## config.mk

```make
export PLATFORM = sky130hd
export DESIGN_NAME = fetch_unit
export DESIGN_NICKNAME = d
export VERILOG_FILES = /design/src/rtl/fetch_unit.sv
export SDC_FILE = /design/constraint.sdc
export NUM_CORES = 1
export LEC_CHECK = 0
export ABC_CLOCK_PERIOD_IN_PS = 4170
export BUFFER_PORTS_ARGS = -buffer_cell sky130_fd_sc_hd__buf_2
export CORE_MARGIN = 1.5
export CORE_UTILIZATION = 55
export DETAILED_ROUTE_END_ITERATION = 10
export GPL_TIMING_DRIVEN = 0
export PLACE_DENSITY = 0.78
export SYNTH_ARGS = -nofsm -noshare
export SYNTH_HDL_FRONTEND = slang
export SYNTH_SLANG_ARGS = --single-unit
export TNS_END_PERCENT = 10
```

## constraint.sdc

```tcl
create_clock -name clk -period 4.17 [get_ports clk]
set_input_delay 0.417 -clock clk [delete_from_list [all_inputs] [get_ports clk]]
set_output_delay 0.417 -clock clk [all_outputs]
set_load 0.03 [all_outputs]
```

## src/rtl/fetch_unit.sv

```systemverilog
// Instruction fetch stage: issues one instruction-memory read at a time and
// presents the returned word, its address and address+4 to the IF/ID register.
module fetch_unit #(
  parameter logic [31:0] RESET_PC = 32'h0000_0000,
  parameter logic [31:0] NOP_INS  = 32'h0000_0013
) (
  input  logic        clk,
  input  logic        rst,
  input  logic        stall_i,
  input  logic        redirect_i,
  input  logic [31:0] redirect_pc_i,
  output logic        imem_req_o,
  output logic [31:0] imem_addr_o,
  input  logic        imem_gnt_i,
  input  logic        imem_rvalid_i,
  input  logic [31:0] imem_rdata_i,
  output logic [31:0] ins,
  output logic [31:0] pc,
  output logic [31:0] pc_four,
  output logic        br_sel,
  output logic        valid_o
);

  typedef enum logic [1:0] {
    REQ  = 2'd0,
    WAIT = 2'd1,
    HOLD = 2'd2
  } state_e;

  typedef enum logic [1:0] {
    OUT_KEEP   = 2'd0,
    OUT_BUBBLE = 2'd1,
    OUT_MEM    = 2'd2,
    OUT_BUF    = 2'd3
  } out_sel_e;

  state_e      state_q, state_d;
  out_sel_e    out_sel;
  logic [31:0] pc_r;
  logic [31:0] fetch_pc;
  logic [31:0] buf_ins;
  logic [31:0] buf_pc;
  logic        discard_q, discard_d;
  logic        active_q;
  logic        fetch_fire;
  logic        rsp_live;
  logic        buf_load;

  // ---------------------------------------------------------------------------
  // FSM state register
  // ---------------------------------------------------------------------------
  // NOTE: clocked state uses non-blocking assignments so every flop samples
  // the pre-edge value of every other flop, independent of process order.
  always_ff @(posedge clk or negedge rst) begin
    if (!rst) begin
      state_q <= REQ;
    end else begin
      state_q <= state_d;
    end
  end

  // ---------------------------------------------------------------------------
  // Next-state logic (FSM and discard flag)
  // ---------------------------------------------------------------------------
  // NOTE: every combinational output is assigned a default before any branch,
  // so no path leaves a value unassigned and no latch is inferred.
  always_comb begin
    state_d   = state_q;
    discard_d = discard_q;
    if (redirect_i) begin
      state_d = REQ;
      // A fetch still in flight after this edge must have its data dropped.
      discard_d = fetch_fire
               || (state_q == WAIT && !imem_rvalid_i)
               || (discard_q && !imem_rvalid_i);
    end else begin
      if (discard_q && imem_rvalid_i) begin
        discard_d = 1'b0;
      end
      case (state_q)
        REQ:     if (fetch_fire) state_d = WAIT;
        WAIT:    if (rsp_live)   state_d = stall_i ? HOLD : REQ;
        HOLD:    if (!stall_i)   state_d = REQ;
        default: state_d = REQ;
      endcase
    end
  end

  // ---------------------------------------------------------------------------
  // Output / control decode
  // ---------------------------------------------------------------------------
  always_comb begin
    imem_req_o = active_q && (state_q == REQ) && !discard_q;
    fetch_fire = imem_req_o && imem_gnt_i;
    rsp_live   = imem_rvalid_i && (state_q == WAIT) && !discard_q;
    buf_load   = 1'b0;
    out_sel    = OUT_KEEP;
    if (redirect_i) begin
      out_sel = OUT_BUBBLE;
    end else if (!stall_i) begin
      if (rsp_live) begin
        out_sel = OUT_MEM;
      end else if (state_q == HOLD) begin
        out_sel = OUT_BUF;
      end else begin
        out_sel = OUT_BUBBLE;
      end
    end else if (rsp_live) begin
      buf_load = 1'b1;
    end
  end

  assign imem_addr_o = pc_r;

  // ---------------------------------------------------------------------------
  // Fetch address, in-flight bookkeeping
  // ---------------------------------------------------------------------------
  // active_q keeps the request low until the first edge after reset release.
  always_ff @(posedge clk or negedge rst) begin
    if (!rst) begin
      pc_r      <= RESET_PC;
      fetch_pc  <= 32'h0000_0000;
      discard_q <= 1'b0;
      active_q  <= 1'b0;
    end else begin
      active_q  <= 1'b1;
      discard_q <= discard_d;
      if (redirect_i) begin
        pc_r <= redirect_pc_i & ~32'd3;
      end else if (fetch_fire) begin
        pc_r <= pc_r + 32'd4;
      end
      if (fetch_fire) begin
        fetch_pc <= pc_r;
      end
    end
  end

  // ---------------------------------------------------------------------------
  // One-entry skid buffer for words returning during a stall
  // ---------------------------------------------------------------------------
  // NOTE: the buffer payload has no reset; its occupancy is the HOLD state,
  // which is reset, so stale contents can never be presented.
  always_ff @(posedge clk) begin
    if (buf_load) begin
      buf_ins <= imem_rdata_i;
      buf_pc  <= fetch_pc;
    end
  end

  // ---------------------------------------------------------------------------
  // IF/ID output registers
  // ---------------------------------------------------------------------------
  always_ff @(posedge clk or negedge rst) begin
    if (!rst) begin
      ins     <= NOP_INS;
      pc      <= 32'h0000_0000;
      pc_four <= 32'h0000_0000;
      valid_o <= 1'b0;
      br_sel  <= 1'b0;
    end else begin
      case (out_sel)
        OUT_BUBBLE: begin
          ins     <= NOP_INS;
          valid_o <= 1'b0;
          br_sel  <= redirect_i;
        end
        OUT_MEM: begin
          ins     <= imem_rdata_i;
          pc      <= fetch_pc;
          pc_four <= fetch_pc + 32'd4;
          valid_o <= 1'b1;
          br_sel  <= 1'b0;
        end
        OUT_BUF: begin
          ins     <= buf_ins;
          pc      <= buf_pc;
          pc_four <= buf_pc + 32'd4;
          valid_o <= 1'b1;
          br_sel  <= 1'b0;
        end
        default: ;
      endcase
    end
  end

endmodule

```

=== After elaboration in Yosys (flattened, before gate mapping) ===
Index checks and enable logic that the tools add are counted.

* Add/subtract/negate cells: 3
* Equal/unequal tests: 8
* Multiplexer cells: 22
* Reduce and logical (&&, ||, !) cells: 20

{| class="wikitable"
|+ Operators by type and width
! kind !! count
|-
| 32-bit case mux with 2 select lines || 2
|-
| 32-bit by 3-bit adder with 32-bit output, second input constant || 3
|-
| 32-bit case mux with 3 select lines || 1
|-
| 32-bit two-way mux || 2
|-
| 2-bit two-way mux || 9
|-
| 3-bit inequality test, second input constant || 3
|-
| 1-bit logical AND || 8
|-
| 2-bit nonzero test || 4
|-
| 2-bit == test, second input constant || 3
|-
| 2-bit case mux with 3 select lines || 1
|-
| 1-bit two-way mux || 5
|-
| 2-bit by 1-bit == test with 1-bit output, second input constant || 2
|-
| 1-bit case mux with 2 select lines || 2
|-
| 3-bit AND reduction || 1
|-
| 3-bit nonzero test || 1
|-
| 1-bit zero test || 2
|-
| 2-bit zero test || 1
|-
| 1-bit logical OR || 2
|-
| 2-bit OR reduction || 1
|}

* Flip-flop bits (word level): 230
* Input bits: 70
* Output and inout port bits: 131

=== Longest topological paths before layout ===
* Depth after elaboration: 9
* Gate-level depth with buffers: 13
* Gate-level depth less buffers: 9

=== Least setup slack after synthesis ===
No wires, ideal clock.

* Path kind: input to register
* Start point: in redirect_i
* End point: reg pc_four[30]
* Library setup time: 0.126 ns
* Arrival: 3.491 ns
* Required time: 4.044 ns
* Setup slack: 0.553 ns
* Cell stages on the path: 13
* Cells stage by stage: nor4b_1 > clkbuf_1 > buf_2 > clkbuf_1 > buf_1 > nand2_1 > nand2_1 > ha_1 > inv_1 > nor4_1 > o22ai_1 > or3_1 > a221o_1

* Longest elaborated chain between the ends: 3
* Elaborated cells between the ends (all ways): 5
* Classes of those cells: eq/ne (2); mux (2); reduce/logical (1)

{| class="wikitable"
|+ Ends and longest elaborated chain
! item !! line !! source
|-
| from (decl) || 10 || <nowiki>input logic redirect_i,</nowiki>
|-
| 2-bit two-way mux * || 98 || <nowiki>if (redirect_i) begin</nowiki>
|-
| 2-bit == test || 162 || <nowiki>case (out_sel)</nowiki>
|-
| 32-bit case mux with 2 select lines or 2-bit nonzero test (tied branches) || - ||
|-
| to (signal assigned) || 171 || <nowiki>pc_four <= fetch_pc + 32'd4;</nowiki>
|-
| to (signal assigned) || 178 || <nowiki>pc_four <= buf_pc + 32'd4;</nowiki>
|-
| to (decl) || 19 || <nowiki>output logic [31:0] pc_four,</nowiki>
|}

Every way passes the cells marked *; elsewhere a longest branch is shown, timed or not.
A chain may end at the register's enable or synchronous reset.

=== Worst setup path in the final report ===
* Start point: reg state_q[0]
* End point: reg pc_four[30]

* Longest elaborated chain between the ends: 8
* Elaborated cells between the ends (all ways): 12
* Classes of those cells: eq/ne (4); mux (5); reduce/logical (3)

{| class="wikitable"
|+ Ends and longest elaborated chain
! item !! line !! source
|-
| from (decl) || 37 || <nowiki>state_e state_q, state_d;</nowiki>
|-
| from (signal assigned) || 58 || <nowiki>state_q <= state_d;</nowiki>
|-
| 2-bit by 1-bit == test with 1-bit output || 95 || <nowiki>rsp_live = imem_rvalid_i && (state_q == WAIT) && !discard_q;</nowiki>
|-
| 1-bit logical AND (2 in series) || 95 ||
|-
| 2-bit two-way mux * || 101 || <nowiki>if (rsp_live) begin</nowiki>
|-
| 2-bit two-way mux * || 100 || <nowiki>end else if (!stall_i) begin</nowiki>
|-
| 2-bit two-way mux * || 98 ||
|-
| 2-bit == test || 162 ||
|-
| 32-bit case mux with 2 select lines or 2-bit nonzero test (tied branches) || - ||
|}

Marked as above.

==> impl_metrics.yaml <==
global_route:
  grt_pass1_vias: 7604
  grt_pass1_wl_mm: 40.0
  grt_max_degree: 108
  antenna_found_initial: 2
  grt.overflow.total: 0
  grt.total_usage: 0.277
critical_path:
  crit_top_cell: "clkbuf_4"
  slowest_delay_ps: 440
  worstPathRequired_ps: 4550
  worstPathArrival_ps: 4300
  start_kind: "flip-flop"
  crit_start: "state_q[0]"
  end_kind: "flip-flop"
  critical_path.cell_chain: "nor4b_2 -> clkbuf_4 -> clkbuf_4 -> clkbuf_2 -> clkbuf_4 -> nand2_1 -> nand2_1 -> ha_1 -> inv_1 -> nor4_4 -> o22ai_2 -> or3_1 -> a221o_1"
  reg2reg_from: "state_q[0]"
  slowest_stage: "dfrtp_1"
  cp_max_fo: 10
  worstSetupPathType: "flip-flop to flip-flop"
layout:
  fin_nets: 1205
  layout-drive-gt1-share: 0.223
  nFillCells: 1291
  syn_to_final_growth_pct: 23.0
sta:
  worstMarginPinSlew_ps: 851
  fin_crit_sh: 0.941
  fin_worst_skew_ps: 25.4
  slew_headroom: 0.427
  hold_ws_ps: 91.0
  period_needed_ps: 3930
  hold_violations: 0
  clock.fmax_mhz: 255
  worst_slack_ps: 244
  rsz0062_at_grt: "no"
  slew_viol_final: 0
  finalSetupViolations: 0
yosys:
  ys_seq_elements: 220
  ys_seq_area_frac: 0.602
  syn_area_um2: 9660
  synth_edf_count: 62
  syn_inst: 909
  avgSynthCellArea_um2: 10.6
  synth_cell_types: 50
  synth_ff_type: "dfrtp_1"
  synth_warnings: 0
  ys_async_sr_fraction: 0.718
die:
  row_count: 48
  ios: 201
  die_w_um: 136
  core_um2: 17200
  start_util: 0.561
  die-area_um2: 18400
  die_y_um: 136
route:
  vias_per_cell: 5.77
  drc: 0
  wl_mm: 25.1
  wl_per_cell_um: 18.2
  dr.first_iter.drc_count: 811
  drtAntennaViolNets: 0
  vias: 7949
  firstDrtPassIters: 8
placed_design:
  dp_hpwl_mm: 17.8
  post-place-ws_ps: -807
  port_buffers: 192
  routabilityCongestion: 0.894
clocking:
  cts.sinks: 220
  cts_made_buffers: 23
  cts_buffer_depth: 3
  cts_setup_buffers: 0
  path_clk_slew_ps: 60
  cts_tree: "done"
  root_buffer: "clkbuf_16"
  h-tree-depth: 1
  insertion_delay_ps: 510
power_and_ir_drop:
  pwr-share-comb: 0.196
  p_clk_frac: 0.358
  p_sw_frac: 0.312
  p_int_mw: 4.29
  ir_drop_mv: 0.387
  p_leak_nw: 5.74
  p_seq_frac: 0.446
  powerDensity_nw_per_um2: 524
  p_sw_mw: 1.95
run_status:
  status: "finished clean"
hold_path:
  hold_path_class: "input pin to flip-flop"
  hp-start: "imem_rdata_i[12]"
job:
  cap_viol_max_count: 0
[flip-flops by register name, summed over array words and instances, names as in the netlist]
register and cells:
pc_four 30, valid_o 1, ins 32, pc 30, fetch_pc 30, active_q 1
buf_ins 32, br_sel 1, discard_q 1, state_q 2, buf_pc 30, imem_addr_o 30
[final timing paths]
path	end	slack, ps	cells after the start
setup / recovery	pc_four[30]	240	13
hold / removal	buf_ins[12]	90	1
setup reg to reg	pc_four[30]	240	13
hold reg to reg	buf_pc[8]	440	0
max in group asynchronous	fetch_pc[23]	2900	3
min in group asynchronous	pc_four[2]	400	2
[routing by layer]
layer	track usage	part of all wire	vias to the layer above	routed length, um
li1	-	-	3690	-
met1	0.404	0.45	3852	11300
met2	0.425	0.45	352	11300
met3	0.0501	0.076	53	1900
met4	0.0836	0.024	2	598
met5	0	0.00044	-	11
[repair_timing]
| action | CTS | global route |
|---|---|---|
| hold endpoints to repair | 51 | 0 |
| resized for setup | 6 | 8 |
| hold buffers | 1 | 0 |
| endpoints found under the setup margin | 10 | 5 |
[logic make-up (layout without fill, tap and decap cells)]
logic type / count (synthesis) / in the layout / share of synthesized area
other cells: 2 / 9 / 0.000777
compound gates: 156 / 156 / 0.110
flops: 220 / 220 / 0.602
mux: 30 / 30 / 0.0313
simple gates: 354 / 354 / 0.168
fa+ha+maj: 2 / 2 / 0.00259
xor+xnor: 51 / 51 / 0.0462
buf+inv: 94 / 330 / 0.0394
[cell usage after synthesis, types with 7 or more instances]
cell type	n	area (um2)
o22ai_1	7	43.8
nand3_1	37	185
inv_1	36	135
and3_1	12	75.1
edfxtp_1	62	1860
nor2_1	25	93.8
clkbuf_1	38	143
and4_1	8	70.1
a21o_1	10	75.1
a222oi_1	31	310
xnor2_1	18	158
mux2i_1	28	280
o21ai_0	69	345
nand2_1	209	785
a31oi_1	8	50.1
xor2_1	33	289
nor3_1	8	40.0
nor4_1	10	62.6
dfrtp_1	155	3880
nand4_1	21	131
a21oi_1	9	45.0
buf_1	10	37.5
[layout by cell type (no fill, tap or decap), types with 10 or more instances in the layout]
cell / instances
clkbuf_16: 25
nand2_1: 209
nand3_1: 37
a21o_1: 10
mux2i_1: 28
dfrtp_1: 155
o21ai_0: 69
nand4_1: 21
a222oi_1: 31
xnor2_1: 18
nor2_1: 25
buf_2: 194
and3_1: 12
clkbuf_1: 38
edfxtp_1: 62
xor2_1: 33
inv_1: 36
[layout make-up]
| class | instances | area [um2] | share of cell area |
|---|---|---|---|
| clock buffers | 31 | 678 | 0.0571 |
| plain buffers | 57 | 254 | 0.0214 |
| multi-input cells | 600 | 3520 | 0.297 |
| clock inverters | 11 | 160 | 0.0135 |
| repair buffers | 195 | 1030 | 0.0865 |
| well taps | 225 | 282 | 0.0237 |
| flip-flops and latches | 220 | 5820 | 0.490 |
| diodes | 2 | 5.00 | 0.000421 |
| inverters | 36 | 135 | 0.0114 |
[critical path: cells and delay by family, from the launching register on]
| kind | cells | cell delay [ps] |
|---|---|---|
| compound gates | 2 | 530 |
| buf+inv | 5 | 1320 |
| flops | 1 | 440 |
| simple gates | 5 | 1270 |
| fa+ha+maj | 1 | 240 |
[through the flow]
stage          instance area (um2)  power [mW]  utilization  cells  TNS [ps]
2_1_floorplan                 9680        3.56            -    914         0
3_3_place_gp                 10900        3.99        0.634   1331     -4270
3_5_place_dp                 11000        4.03        0.637   1333     -4290
4_1_cts                      11800        6.26        0.687   1375         0
5_1_grt                      11900        6.48        0.689   1376         0
6_report                     11900        6.23        0.690   1377         0
[power by group through the flow]
stage	Clock (mW)	Sequential (mW)	Combinational (mW)
2_1_floorplan	0	3.16	0.399
3_3_place_gp	0	2.80	1.19
3_5_place_dp	0	2.81	1.22
4_1_cts	2.25	2.78	1.23
5_1_grt	2.33	2.82	1.33
6_report	2.23	2.78	1.22
(Power assumes the default switching activity.)
